==> src/rtl/wb_pkg.sv <==
// Shared writeback types and defaults, used by the issue stage, the register file and
// the writeback queue.
package wb_pkg;

  localparam int unsigned ADDR_W   = 5;
  localparam int unsigned DATA_W   = 16;
  localparam int unsigned WB_DEPTH = 8;

  localparam logic [ADDR_W-1:0] REG_ZERO = '0;

  typedef struct packed {
    logic [ADDR_W-1:0] addr;
    logic [DATA_W-1:0] data;
  } wb_entry_t;

endpackage

==> src/rtl/wb_queue_mem.sv <==
// Writeback queue storage: DEPTH entries, two write ports (A, B) and one read port.
// The full array is also exported so the pending-write lookup can scan it.
module wb_queue_mem #(
  parameter int unsigned DEPTH   = 8,
  parameter int unsigned ENTRY_W = 21
) (
  input  logic                              clk_i,
  input  logic                              we_a_i,
  input  logic [$clog2(DEPTH)-1:0]          idx_a_i,
  input  logic [ENTRY_W-1:0]                data_a_i,
  input  logic                              we_b_i,
  input  logic [$clog2(DEPTH)-1:0]          idx_b_i,
  input  logic [ENTRY_W-1:0]                data_b_i,
  input  logic [$clog2(DEPTH)-1:0]          rd_idx_i,
  output logic [ENTRY_W-1:0]                rd_data_o,
  output logic [DEPTH-1:0][ENTRY_W-1:0]     entries_o
);

  logic [DEPTH-1:0][ENTRY_W-1:0] mem_q;

  // Occupancy is tracked by the owner, so the storage itself needs no reset.
  always_ff @(posedge clk_i) begin
    if (we_a_i) mem_q[idx_a_i] <= data_a_i;
    if (we_b_i) mem_q[idx_b_i] <= data_b_i;
  end

  assign rd_data_o = mem_q[rd_idx_i];
  assign entries_o = mem_q;

endmodule

==> src/rtl/wb_queue.sv <==
// Dual-lane writeback queue feeding the single register-file write port, with
// back-pressure, sticky overflow and a pending-write lookup for hazard checks.
module wb_queue
  import wb_pkg::*;
#(
  parameter int unsigned DEPTH  = WB_DEPTH,
  parameter int unsigned ADDR_W = wb_pkg::ADDR_W,
  parameter int unsigned DATA_W = wb_pkg::DATA_W
) (
  input  logic                       clock_i,
  input  logic                       reset_n_i,
  input  logic                       wbEnableA_i,
  input  logic [ADDR_W-1:0]          wbAddressA_i,
  input  logic [DATA_W-1:0]          wbDataA_i,
  input  logic                       wbEnableB_i,
  input  logic [ADDR_W-1:0]          wbAddressB_i,
  input  logic [DATA_W-1:0]          wbDataB_i,
  input  logic                       rfWrReady_i,
  output logic                       rfWrEnable_o,
  output logic [ADDR_W-1:0]          rfWrAddress_o,
  output logic [DATA_W-1:0]          rfWrData_o,
  output logic                       stall_o,
  output logic [$clog2(DEPTH):0]     count_o,
  output logic                       overflow_o,
  input  logic [ADDR_W-1:0]          queryAddress_i,
  output logic                       queryHit_o
);

  localparam int unsigned PtrW = $clog2(DEPTH);
  localparam int unsigned CntW = PtrW + 1;
  localparam int unsigned EntW = ADDR_W + DATA_W;
  localparam logic [CntW-1:0] DepthC    = CntW'(DEPTH);
  localparam logic [CntW-1:0] StallLvlC = CntW'(DEPTH - 1);

  logic [PtrW-1:0] rd_ptr_q, rd_ptr_d, wr_ptr_q, wr_ptr_d, idx_b, q_off;
  logic [CntW-1:0] cnt_q, cnt_d, space, n_acc;
  logic            ovf_q, ovf_d;
  logic            empty, pop, acc_a, acc_b;
  logic [EntW-1:0] head;
  logic [DEPTH-1:0][EntW-1:0] entries;

  assign empty = (cnt_q == '0);
  assign pop   = ~empty & rfWrReady_i;

  always_comb begin
    space = DepthC - cnt_q + CntW'(pop);
    acc_a = wbEnableA_i & (space != '0);
    // B needs a slot of its own beyond the one A may have taken.
    acc_b = wbEnableB_i & (space > CntW'(acc_a));
    idx_b = wr_ptr_q + PtrW'(acc_a);
    n_acc = CntW'(acc_a) + CntW'(acc_b);

    cnt_d    = cnt_q + n_acc - CntW'(pop);
    wr_ptr_d = wr_ptr_q + PtrW'(n_acc);
    rd_ptr_d = rd_ptr_q + PtrW'(pop);
    ovf_d    = ovf_q | (wbEnableA_i & ~acc_a) | (wbEnableB_i & ~acc_b);
  end

  always_ff @(posedge clock_i or negedge reset_n_i) begin
    if (!reset_n_i) begin
      rd_ptr_q <= '0;
      wr_ptr_q <= '0;
      cnt_q    <= '0;
      ovf_q    <= 1'b0;
    end else begin
      rd_ptr_q <= rd_ptr_d;
      wr_ptr_q <= wr_ptr_d;
      cnt_q    <= cnt_d;
      ovf_q    <= ovf_d;
    end
  end

  wb_queue_mem #(
    .DEPTH   (DEPTH),
    .ENTRY_W (EntW)
  ) u_mem (
    .clk_i     (clock_i),
    .we_a_i    (acc_a),
    .idx_a_i   (wr_ptr_q),
    .data_a_i  ({wbAddressA_i, wbDataA_i}),
    .we_b_i    (acc_b),
    .idx_b_i   (idx_b),
    .data_b_i  ({wbAddressB_i, wbDataB_i}),
    .rd_idx_i  (rd_ptr_q),
    .rd_data_o (head),
    .entries_o (entries)
  );

  assign rfWrEnable_o  = ~empty;
  assign rfWrAddress_o = empty ? '0 : head[EntW-1 -: ADDR_W];
  assign rfWrData_o    = empty ? '0 : head[DATA_W-1:0];
  assign stall_o       = (cnt_q >= StallLvlC);
  assign count_o       = cnt_q;
  assign overflow_o    = ovf_q;

  // A slot is occupied when its distance from the read pointer is below the count.
  always_comb begin
    queryHit_o = 1'b0;
    q_off      = '0;
    for (int unsigned i = 0; i < DEPTH; i++) begin
      q_off = PtrW'(i) - rd_ptr_q;
      if (({1'b0, q_off} < cnt_q) && (entries[i][EntW-1 -: ADDR_W] == queryAddress_i)) begin
        queryHit_o = 1'b1;
      end
    end
  end

endmodule

==> config.mk <==
export PLATFORM = sky130hd
export DESIGN_NAME = wb_queue
export DESIGN_NICKNAME = d
export VERILOG_FILES = /design/src/rtl/wb_pkg.sv /design/src/rtl/wb_queue_mem.sv /design/src/rtl/wb_queue.sv
export SDC_FILE = /design/constraint.sdc
export NUM_CORES = 1
export LEC_CHECK = 0
export BUFFER_PORTS_ARGS = -buffer_cell sky130_fd_sc_hd__buf_2
export CORE_MARGIN = 2
export CORE_UTILIZATION = 25
export CTS_CLUSTER_SIZE = 30
export DETAILED_ROUTE_END_ITERATION = 10
export GPL_TIMING_DRIVEN = 0
export HOLD_SLACK_MARGIN = 0.15
export PLACE_DENSITY_LB_ADDON = 0.05
export SLEW_MARGIN = 20
export SYNTH_ARGS = -nofsm -noshare
export SYNTH_HDL_FRONTEND = slang
export SYNTH_SLANG_ARGS = --single-unit
==> constraint.sdc <==
create_clock -name clock_i -period 4.6 [get_ports clock_i]
set_clock_uncertainty 0.05 [all_clocks]
set_input_delay 0.69 -clock clock_i [delete_from_list [all_inputs] [get_ports clock_i]]
set_output_delay 0.69 -clock clock_i [all_outputs]
set_load 0.02 [all_outputs]
# Yosys cells after proc, flatten, opt, wreduce, memory -nomap -nowiden
# Index checks and enable logic that the tools add are counted.
# op_classes
n_addsub	16
mul	0
div_mod_pow	0
n_lt_le_gt_ge	15
n_eq_ne	8
n_shift	0
muxes	20
bitwise_logic	10
n_reduce_logical	12
# op_table
cell	n
$bwmux W168	2
$mux W168	2
$demux W21 S3	2
$bmux W21 S3	1
$mux W21	3
$eq A5 B5 Y1	8
$lt A3 B4 Y1	8
$mux W16	1
$lt A3 B4 Y1 const B	3
$sub A3 B3 Y3 const A	4
$logic_and A1 B1 Y1	10
$mux W1	8
$add A3 B1 Y3	2
$ge A3 B1 Y1 const B	2
$sub A1 B3 Y3 const A	2
$sub A2 B3 Y3 const A	2
$and A1 B1 Y1	5
$mux W5	1
$add A4 B1 Y4	1
$add A4 B2 Y4	1
$ge A4 B3 Y1 const B	1
$gt A4 B1 Y1	1
$logic_not A4 Y1	1
$reduce_bool A4 Y1	1
6 further kinds	9
# totals
reg_bits	179
latch_bits	0
mem_bits_rw	0
mem_bits_ro	0
output_inout_bits	29
wordCells	93
n_memories	0

# Logic depth before layout (Yosys ltp)
# Gate-level depths: netlist (run 1).
# depth
ltp_word	13
ltp_mapped	25
mapped_depth_nobuf	23

# Modules after synthesis
# From an unflattened synthesis (run 1), not the netlist that was laid out.
# hier_totals
cells_unflattened	1065
hier_area_um2	10306.1
# by_module_without_submodules
module	instances	cells_per_inst	area_each_um2	seq_area_each_um2
wb_queue_mem	1	864	8572.0	3363.2
wb_queue	1	201	1734.2	275.3

# Worst setup path after synthesis (run 1)
# No wires, ideal clock.
# synth_path
kind	register to register
start	register cnt_q[3] (netlist: count_o[3])
end	register cnt_q[2] (netlist: count_o[2])
setup_ns	0.123
arrival_time_ns	4.862
required_ns	4.427
slack_ns	-0.434
path_stages_with_launch	26
path_buffers	2
cell_sequence	dfrtp_1 -> inv_1 -> clkbuf_1 -> ha_1 -> and2_0 -> inv_1 -> nand2_1 -> ha_1 -> inv_1 -> ha_1 -> nor2b_2 -> a211o_1 -> buf_6 -> a31oi_1 -> ha_1 -> nor2_1 -> or2_2 -> o31a_1 -> ha_1 -> inv_1 -> ha_1 -> inv_1 -> ha_1 -> inv_1 -> fa_1 -> xnor2_1
# synth_via
elab_chain_len	11
# synth_lines
item	line	text
start, declared	wb_queue.sv:36	logic [CntW-1:0] cnt_q, cnt_d, space, n_acc;
start signal, assigned	wb_queue.sv:68	cnt_q <= cnt_d;
$logic_not A4 Y1 (*)	wb_queue.sv:42	assign empty = (cnt_q == '0);
$not A1 Y1 (*)	-	
named net rfWrEnable_o	wb_queue.sv:19	output logic rfWrEnable_o,
$and A1 B1 Y1 (*)	wb_queue.sv:43	assign pop = ~empty & rfWrReady_i;
$add A4 B1 Y4	wb_queue.sv:46	space = DepthC - cnt_q + CntW'(pop);
$reduce_bool A4 Y1	wb_queue.sv:47	acc_a = wbEnableA_i & (space != '0);
$and A1 B1 Y1	wb_queue.sv:47	
$gt A4 B1 Y1	wb_queue.sv:49	acc_b = wbEnableB_i & (space > CntW'(acc_a));
$and A1 B1 Y1	wb_queue.sv:49	
$add A1 B1 Y2	wb_queue.sv:51	n_acc = CntW'(acc_a) + CntW'(acc_b);
$add A4 B2 Y4	wb_queue.sv:53	cnt_d = cnt_q + n_acc - CntW'(pop);
$sub A4 B1 Y4 (*)	wb_queue.sv:53	
named net cnt_d[2]	wb_queue.sv:36	
# Mark *: on every way through the listed nets, which the timed path passes. The rest lies on a longest branch.

# Worst setup path after layout (run 1)
# layout_path
start	register rd_ptr_q[2]
end	output queryHit_o
# layout_via
elab_chain_len	11
# layout_lines
item	line	text
start, declared	wb_queue.sv:35	logic [PtrW-1:0] rd_ptr_q, rd_ptr_d, wr_ptr_q, wr_ptr_d, idx_b, q_off;
start signal, assigned	wb_queue.sv:66	rd_ptr_q <= rd_ptr_d;
$sub A1 B3 Y3	wb_queue.sv:101	q_off = PtrW'(i) - rd_ptr_q;
$lt A3 B4 Y1	wb_queue.sv:102	if (({1'b0, q_off} < cnt_q) && (entries[i][EntW-1 -: ADDR_W] == queryAddress_i)) begin
$logic_and A1 B1 Y1	wb_queue.sv:102	
$mux W1 (7 in a row)	wb_queue.sv:102	
$mux W1 (*)	wb_queue.sv:102	
end, declared	wb_queue.sv:26	output logic queryHit_o
# Mark *: on every way between the ends. The rest lies on a longest branch, timed or not.

==> run_results.csv, run 1 <==
group,metric,value,unit
sta,relSlewSlack,24.2,%
synth,synth_adder_area_share,3.84,%
cells_and_area,layout.nets,1497,
grt,antenna_found_initial,1,
floorplanning,io_pins,81,
synth,syn_area,10800,sq um
setup_path,start_kind,"flop",
cells_and_area,drive_gt1_share,15.9,%
synth,synthXorXnorAreaFrac,3.89,%
synth,syn_inst,1329,
cells_and_area,layout_common_cells,"a31oi_1, nor3_1, dfxtp_1, nand2_1, o21ai_1",
sta,worst_slew_pin_slew,1140,ps
power,finalPower,12.8,mW
sta,setup_tns,0,ps
cells_and_area,fill_cells,4679,
clock_network,clkSlewWorstSetupHoldPaths,80,ps
setup_path,crit_family,"buffers and inverters",
synth,synth_top_area_share,31.1,%
synth,ys_top_cells_by_area,"dfxtp_1, a31oi_1, mux4_2",
synth,synth_compound_area_share,22.2,%
clock_network,clockRootBuffer,"clkbuf_16",
grt,grt_use_total,26.2,%
placement,place_hpwl,41600,um
sta,finalHoldViolations,0,
synth,synth.avg_cell_area,8.14,sq um
cells_and_area,synthToLayoutAreaGrowth,16.8,%
synth,ys_seq_area_share,33.6,%
clock_network,clock_latency,500,ps
drt,drc,0,
synth,synthSimpleGateAreaFrac,19.5,%
cells_and_area,finalCoreUtilization,29.4,%
power,p_leak,4.24,nW
synth,yosys_warnings,0,
placement,portBuffers,54,
drt,postRouteAntennaNets,0,
setup_path,worstSetupPathType,"reg -> out",
clock_network,clock_sinks,179,
power,ir_worst_vdd,0.394,mV
synth,synth_top_family_by_area,"compound AO/OA/AOI/OAI gates",
floorplanning,core,42900,sq um
floorplanning,initial_core_util,25.2,%
grt,grt_pass1_vias,10710,
floorplanning,die_area,44900,sq um
drt,dr.first_iter.drc_count,1167,
synth,ys_ff_latch,179,
cells_and_area,antenna_cells,0,
sta,report.final.slew_viol_count,0,
setup_path,max_stage_delay,630,ps
sta,max_freq,0.227,GHz
cells_and_area,mostFrequentLayoutCell,"a31oi_1",
sta,fin_crit_sh,95.7,%
status,outcome,"completed",
setup_path,required,3860,ps
drt,wl,58100,um
setup_path,worstPathCellList,"clkbuf_1 -> clkbuf_2 -> xor2_1 -> ha_1 -> a2111oi_0 -> nand3_1 -> o22ai_1 -> nand4b_1 -> buf_2",
worst_hold_path,hold_path_class,"reg -> reg",
setup_path,cp.arrival,3660,ps
clock_network,cts_buffers,17,
clock_network,cts.htree.levels,4,
sta,hold_slack,452,ps
grt,grt-ovfl-total,0,
grt,grt_max_degree,17,
floorplanning,die_w,212,um
drt,routedWlPerCell,28.9,um
synth,synth_cell_type_count,49,
flow_run,cap_violations,0,
floorplanning,fp.dieH,212,um
clock_network,cts_tree,"built",
synth,synthMuxAreaShare,8.75,%
setup_path,path_buf_inv,3,
synth,syn_nets,1413,
clock_network,clk_path_buf_depth,2,
power,power_density,1010,nW/um^2
grt,grt_pass1_wl,81700,um
sta,finalSetupViolCount,0,
drt,drt_first_pass_iters,5,
drt,vias_per_cell,5.62,
synth,synth.largest_area_cell,"dfxtp_1",
floorplanning,rows,76,
sta,min_period,4400,ps
setup_path,worst-path-max-fanout,10,
setup_path,cp_slowest_cell,"clkbuf_1",
setup_path,endpoint_kind,"output pin",
drt,vias,11303,
placement,gp_congestion,0.852,
-- synth_stat cells (all sizes together) --
cell,number
dfxtp,168
o211ai,2
dfrtp,11
a21o,3
nor2b,26
nor4,2
fa,2
nand3b,1
a21oi,27
a211o,1
a211oi,7
o21ai,170
o21a,1
a31o,3
a311o,2
o31a,1
nor2,4
o211a,1
ha,30
nand4b,1
a22o,2
clkbuf,88
nor3,168
xnor2,23
a2111oi,1
xor2,25
nand2,134
clkinv,1
nand4,4
o31ai,1
or2,11
inv,23
a311oi,4
mux4,42
a31oi,170
buf,73
a2111o,1
and2,1
a21boi,1
nand3,87
o22ai,2
nand2b,4
-- cell type report --
cell class / instances / area, sq um / area share [%]
plain buffers: 160 / 833 / 6.60
clock buffers: 21 / 450 / 3.57
clock inverters: 10 / 109 / 0.862
inverters: 24 / 101 / 0.803
multi-input cells: 965 / 6400 / 50.7
flip-flops and latches: 179 / 3640 / 28.8
well taps: 585 / 732 / 5.80
repair buffers: 66 / 363 / 2.87
-- final timing paths --
kind                                     start             endpoint  slack (ps)  cells past startpoint
min reg2reg                u_mem.entries_o[12]  u_mem.entries_o[12]         450                      2
max in group asynchronous            reset_n_i           count_o[3]        3710                      2
max reg2reg                         count_o[3]           count_o[1]         200                     25
min in group asynchronous            reset_n_i           count_o[1]         550                      2
min                        u_mem.entries_o[12]  u_mem.entries_o[12]         450                      2
max                                rd_ptr_q[2]           queryHit_o         200                      9
-- logic make-up (layout without fill, tap and decap cells) --
kind of cell | count (synthesis) | in the layout
fa+ha+maj | 32 | 32
mux | 42 | 42
compound gates | 400 | 400
simple gates | 443 | 443
buf+inv | 185 | 281
xor+xnor | 48 | 48
flops | 179 | 179
-- layer usage --
metal / vias to the layer above / wire [um] / track usage [%]
met5: - / 0 / 0
met2: 496 / 27300 / 42.8
li1: 5060 / - / -
met4: 0 / 2530 / 12.5
met3: 102 / 3540 / 4.18
met1: 5645 / 24800 / 33.8
-- sequential cells by signal (all words and copies together) (netlist names) --
register,cells
overflow_o,1
count_o,4
wr_ptr_q,3
rd_ptr_q,3
u_mem.entries_o,168
-- worst register-to-register path: cells and delay by family, from the launching register on --
kind	cells	cell delay (ps)
simple gates	5	620
buf+inv	9	650
flops	1	430
fa+ha+maj	8	1780
compound gates	3	770
-- power breakdown --
| part | switching, mW | internal [mW] |
|---|---|---|
| logic | 5.42 | 2.74 |
| clock network | 0.750 | 0.807 |
| registers | 0.612 | 2.46 |
| total | 6.78 | 6.01 |
-- timing repair --
item / 4_1_cts / 5_1_grt
endpoints found under the hold margin: 11 / 0
setup buffers: 7 / 4
cloned: 0 / 0
resized for setup: 20 / 19
pin swaps: 4 / 6
hold buffers: 1 / 0
setup endpoints to repair: 161 / 61
-- per-stage QoR --
stage	setup WS (ps)	area, sq um	std cells
floorplan	3.06	10800	1329
global placement	-832	11900	1968
detailed placement	-804	11900	1968
CTS	22.2	12500	2006
global route	-1.32	12600	2010
finish	200	12600	2010
Power figures use the tool's default switching activity.
==> run 2, diff against run 1 <==
--- a/config.mk
+++ b/config.mk
@@ -5,6 +5,7 @@
 export SDC_FILE = /design/constraint.sdc
 export NUM_CORES = 1
 export LEC_CHECK = 0
+export ABC_AREA = 1
 export BUFFER_PORTS_ARGS = -buffer_cell sky130_fd_sc_hd__buf_2
 export CORE_MARGIN = 2
 export CORE_UTILIZATION = 25
==> run 2 against run 1 <==
Effect of this change: hold slack worse by 41 ps; first-iteration DRC count is 10% lower; maximum frequency is 0.10% higher; cell count is 53% higher; final area is 17% higher; critical path type unchanged; critical endpoint is now rfWrData_o[11].
==> run_results.csv, run 2 <==
group,metric,value,unit
drt,vias_per_cell,4.83,
synth,ys_ff_latch,179,
synth,synthSimpleGateAreaFrac,44.8,%
power,ir_worst_vdd,0.361,mV
clock_network,cts.htree.levels,4,
sta,max_freq,0.227,GHz
status,outcome,"completed",
synth,netlist_top_cells_count,"nand2_1, o21ai_0, nand3_1, dfxtp_1, nor2_1",
sta,report.final.slew_viol_count,0,
setup_path,endpoint_kind,"output pin",
setup_path,worstSetupPathType,"reg -> out",
clock_network,clk_path_buf_depth,2,
synth,synth.largest_area_cell,"nand2_1",
power,finalPower,11.6,mW
floorplanning,fp.dieH,231,um
sta,finalSetupViolCount,0,
sta,fin_crit_sh,95.6,%
synth,synth_cell_type_count,31,
sta,min_period,4400,ps
clock_network,clock_latency,510,ps
synth,syn_nets,2379,
drt,wl,62500,um
clock_network,clockRootBuffer,"clkbuf_16",
synth,synth_edf_count,0,
cells_and_area,largest_reg_flops,168,
grt,grt-ovfl-total,0,
power,power_density,789,nW/um^2
cells_and_area,antenna_cells,0,
synth,synth_most_common_cell,"nand2_1",
cells_and_area,synthToLayoutAreaGrowth,14.2,%
synth,ys_seq_area_share,28.2,%
setup_path,worst-path-max-fanout,19,
cells_and_area,drive_gt1_share,7.69,%
sta,finalHoldViolations,0,
clock_network,clkSlewWorstSetupHoldPaths,70,ps
drt,vias,14834,
sta,rsz0062_at_grt,"no",
synth,synth_top_family_by_area,"simple AND/OR/NAND/NOR gates",
synth,yosys_warnings,0,
synth,synth_top_area_share,32.2,%
placement,portBuffers,53,
synth,postSynth.asyncResetShare,6.15,%
synth,synth_adder_area_share,3.22,%
cells_and_area,fill_cells,5819,
cells_and_area,layout.nets,2463,
flow_run,cap_violations,0,
drt,postRouteAntennaNets,0,
grt,antenna_found_initial,0,
cells_and_area,mostFrequentLayoutCell,"nand2_1",
grt,grt_pass1_wl,92600,um
synth,syn_area,12900,sq um
synth,synthXorXnorAreaFrac,1.22,%
floorplanning,die_w,231,um
sta,hold_slack,412,ps
synth,ys_top_cells_by_area,"nand2_1, dfxtp_1, o21ai_0",
worst_hold_path,hold_path_class,"in -> reg",
floorplanning,core,51200,sq um
synth,synth_compound_area_share,13.4,%
clock_network,cts_tree,"built",
floorplanning,io_pins,81,
synth,yosys_most_used_dff,"dfxtp_1",
synth,syn_inst,2295,
drt,dr.first_iter.drc_count,1046,
floorplanning,rows,83,
setup_path,cp.arrival,3660,ps
sta,setup_ws,204,ps
placement,pre_cts_ws,-967,ps
placement,place_hpwl,47800,um
clock_network,cts_buffers,17,
grt,grt_use_total,23.7,%
synth,synthMuxAreaShare,0,%
synth,synth.avg_cell_area,5.63,sq um
grt,grt_max_degree,19,
power,p_leak,7.43,nW
placement,gp_congestion,0.862,
setup_path,start_kind,"flop",
drt,routedWlPerCell,20.4,um
cells_and_area,layout_common_cells,"nand2_1, o21ai_0, nand3_1, dfxtp_1, nor2_1",
grt,grt_pass1_vias,13902,
floorplanning,die_area,53500,sq um
floorplanning,initial_core_util,25.2,%
setup_path,required,3860,ps
drt,drt_first_pass_iters,6,
sta,relSlewSlack,44.5,%
drt,drc,0,
sta,worst_slew_pin_slew,833,ps
clock_network,clock_sinks,179,
-- run 2: cell types whose count changed after synthesis, moves of 18 or more --
cell	previous run	this run
a31oi_1	170	5
buf_1	25	4
buf_2	21	47
clkbuf_1	88	106
inv_1	23	100
mux4_2	42	0
nand2_1	134	1108
nand3_1	87	195
nor2_1	4	146
nor2b_1	25	0
nor3_1	168	2
o21ai_0	50	265
o21ai_1	120	0
-- run 2: cells by family (layout without fill, tap and decap cells) --
kind of cell,after synthesis,after routing
fa+ha+maj,32,32
buf+inv,279,376
xor+xnor,18,18
flops,179,179
compound gates,323,323
simple gates,1464,1464
-- run 2: cell type report --
| type | count | area (sq um) | area share, % |
|---|---|---|---|
| flip-flops and latches | 179 | 3640 | 24.7 |
| repair buffers | 67 | 373 | 2.53 |
| well taps | 680 | 851 | 5.77 |
| plain buffers | 175 | 807 | 5.47 |
| clock buffers | 21 | 470 | 3.19 |
| inverters | 102 | 400 | 2.71 |
| multi-input cells | 1837 | 8150 | 55.2 |
| clock inverters | 11 | 61.3 | 0.416 |
-- run 2: worst max-delay path: stages, from the launching register on --
cell      delay (ps)
dfrtp_1          410
clkbuf_2         290
inv_1            190
buf_2            450
clkbuf_1         640
o21ai_0          320
a41oi_1          560
buf_2            270
-- run 2: repair_timing --
action	4_1_cts	5_1_grt
pin swaps	6	4
hold endpoints to repair	11	0
buffers inserted	8	5
setup endpoints to repair	169	4
hold buffers	1	0
gates resized for setup	12	7
-- run 2: worst paths after layout --
| kind | start | end | slack (ps) | depth (start not counted) |
|---|---|---|---|---|
| worst max-delay path | rd_ptr_q[0] | rfWrData_o[11] | 200 | 7 |
| worst min-delay path | wbEnableB_i | overflow_o | 410 | 3 |
| worst max register to register | count_o[3] | count_o[2] | 290 | 27 |
| worst min register to register | overflow_o | overflow_o | 440 | 2 |
| max in group asynchronous | reset_n_i | count_o[2] | 3690 | 2 |
| min in group asynchronous | reset_n_i | count_o[1] | 560 | 2 |
-- run 2: where the power goes --
| group | total [mW] | switching [mW] | internal, mW |
|---|---|---|---|
| clock network | 1.47 | 0.745 | 0.724 |
| registers | 2.98 | 0.699 | 2.28 |
| logic | 7.18 | 4.83 | 2.35 |
| total | 11.6 | 6.28 | 5.35 |
-- run 2: layer usage --
metal  global-route usage (%)  up-vias  wire length (um)
li1                         -     7425                 -
met1                     30.1     6943             27900
met2                     40.2      373             30000
met3                     3.10       93              2380
met4                     9.80        0              2280
met5                        0        -                 0
-- run 2: per-stage QoR --
step                cell area [sq um]  cells  setup TNS [ps]  utilization, %
floorplan                       12900   2295               0               -
global placement                14000   3028          -31340            27.4
detailed placement              14000   3028          -36150            27.4
CTS                             14700   3068               0            28.7
global route                    14700   3072               0            28.8
finish                          14700   3072               0            28.8
==> run 3, diff against run 2 <==
--- a/config.mk
+++ b/config.mk
@@ -7,6 +7,8 @@
 export LEC_CHECK = 0
 export ABC_AREA = 1
 export BUFFER_PORTS_ARGS = -buffer_cell sky130_fd_sc_hd__buf_2
+export CELL_PAD_IN_SITES_DETAIL_PLACEMENT = 0
+export CELL_PAD_IN_SITES_GLOBAL_PLACEMENT = 1
 export CORE_MARGIN = 2
 export CORE_UTILIZATION = 25
 export CTS_CLUSTER_SIZE = 30
==> run 3 against run 2 <==
Effect of this change: sequential power hardly changed; global-route usage up 0.18 points; count of clock-buffer cells in the layout grew 1; critical endpoint is now rfWrData_o[12]; first-iteration DRC count increased by 3.4%; hold slack better by 3.6 ps; combinational power about the same; sequential share of layout area fell by 0.10 points.
==> run_results.csv, run 3 (synthesized netlist as in run 2, its figures left out) <==
group,metric,value,unit
cells_and_area,mostFrequentLayoutCell,"nand2_1",
sta,worst_slew_pin_slew,811,ps
sta,rsz0062_at_grt,"no",
placement,place_hpwl,48700,um
sta,finalHoldViolations,0,
sta,relSlewSlack,45.9,%
placement,pre_cts_ws,-875,ps
drt,vias,14715,
clock_network,cts_buffers,17,
clock_network,clock_latency,510,ps
clock_network,clock_sinks,179,
placement,portBuffers,53,
clock_network,clkSlewWorstSetupHoldPaths,70,ps
grt,grt_pass1_vias,13827,
flow_run,cap_violations,0,
power,p_leak,7.44,nW
cells_and_area,final_area,14800,sq um
power,finalPower,11.8,mW
drt,wl,63000,um
cells_and_area,finalCoreUtilization,28.9,%
cells_and_area,layout_common_cells,"nand2_1, o21ai_0, nand3_1, dfxtp_1, nor2_1",
placement,gp_congestion,0.878,
grt,grt-ovfl-total,0,
setup_path,worstSetupPathType,"reg -> out",
sta,max_freq,0.226,GHz
cells_and_area,antenna_cells,0,
sta,hold_slack,415,ps
floorplanning,fp.dieH,231,um
drt,dr.first_iter.drc_count,1082,
floorplanning,die_w,231,um
power,ir_worst_vdd,0.555,mV
grt,grt_use_total,23.9,%
sta,report.final.slew_viol_count,0,
cells_and_area,layout.nets,2461,
floorplanning,die_area,53500,sq um
sta,min_period,4430,ps
grt,antenna_found_initial,0,
setup_path,cp.arrival,3690,ps
sta,fin_crit_sh,96.3,%
drt,routedWlPerCell,20.5,um
cells_and_area,synthToLayoutAreaGrowth,14.6,%
cells_and_area,drive_gt1_share,7.45,%
clock_network,clockRootBuffer,"clkbuf_16",
placement,placed_area,14000,sq um
floorplanning,rows,83,
drt,drt_first_pass_iters,5,
sta,setup_ws,168,ps
grt,grt_pass1_wl,93000,um
setup_path,endpoint_kind,"output pin",
power,power_density,799,nW/um^2
setup_path,start_kind,"flop",
floorplanning,io_pins,81,
cells_and_area,fill_cells,5873,
cells_and_area,largest_reg_flops,168,
clock_network,clk_path_buf_depth,2,
status,outcome,"completed",
clock_network,cts.htree.levels,4,
grt,grt_max_degree,20,
drt,postRouteAntennaNets,0,
drt,drc,0,
floorplanning,core,51200,sq um
sta,finalSetupViolCount,0,
setup_path,required,3860,ps
drt,vias_per_cell,4.79,
floorplanning,initial_core_util,25.2,%
worst_hold_path,hold_path_class,"in -> reg",
clock_network,cts_tree,"built",
setup_path,worst-path-max-fanout,19,
run 3: worst paths after layout:
path | start | endpoint | slack (ps) | depth (start not counted)
max | rd_ptr_q[0] | rfWrData_o[12] | 170 | 7
max in group asynchronous | reset_n_i | count_o[2] | 3730 | 2
min reg2reg | overflow_o | overflow_o | 430 | 2
min in group asynchronous | reset_n_i | count_o[3] | 540 | 2
max reg2reg | count_o[3] | count_o[2] | 320 | 26
min | wbEnableB_i | overflow_o | 420 | 3
run 3: what timing repair did:
item / 4_1_cts / 5_1_grt
hold endpoints to repair: 11 / 0
buffers inserted: 7 / 5
gates resized for setup: 7 / 8
pin swaps: 3 / 6
hold buffers: 1 / 0
endpoints found under the setup margin: 168 / 3
run 3: cell type report:
cell class | count | area [sq um] | area share [%]
Clock inverter | 9 | 153 | 1.03
Inverter | 102 | 403 | 2.72
Multi-Input combinational cell | 1837 | 8140 | 54.9
Tap cell | 680 | 851 | 5.75
Clock buffer | 22 | 474 | 3.20
Timing Repair Buffer | 66 | 365 | 2.47
Sequential cell | 179 | 3640 | 24.6
Buffer | 174 | 787 | 5.31
run 3: power breakdown:
| group | switching (mW) | total [mW] | internal [mW] | leakage, nW |
|---|---|---|---|---|
| combinational | 4.85 | 7.17 | 2.32 | 5.61 |
| clock | 0.743 | 1.69 | 0.946 | 0.298 |
| sequential | 0.690 | 2.97 | 2.28 | 1.53 |
| total | 6.28 | 11.8 | 5.55 | 7.44 |
run 3: critical path: stages (launching register included):
cell and delay, ps:
dfrtp_1 400, clkbuf_2 300, inv_1 210, buf_2 460
clkbuf_1 640, o21ai_0 320, a41oi_1 560, buf_2 270
run 3: stage by stage:
stage	std cells	TNS, ps
floorplan	2295	0
finish	3069	0
global route	3069	0
detailed placement	3028	-26690
global placement	3028	-21290
CTS	3064	0
run 3: layer usage:
metal,vias to the layer above,part of all wire (%),GRT usage [%]
li1,7425,-,-
met1,6876,44,30.1
met2,331,49,41.1
met3,83,3.7,3.64
met4,0,3.4,8.37
met5,-,0,0
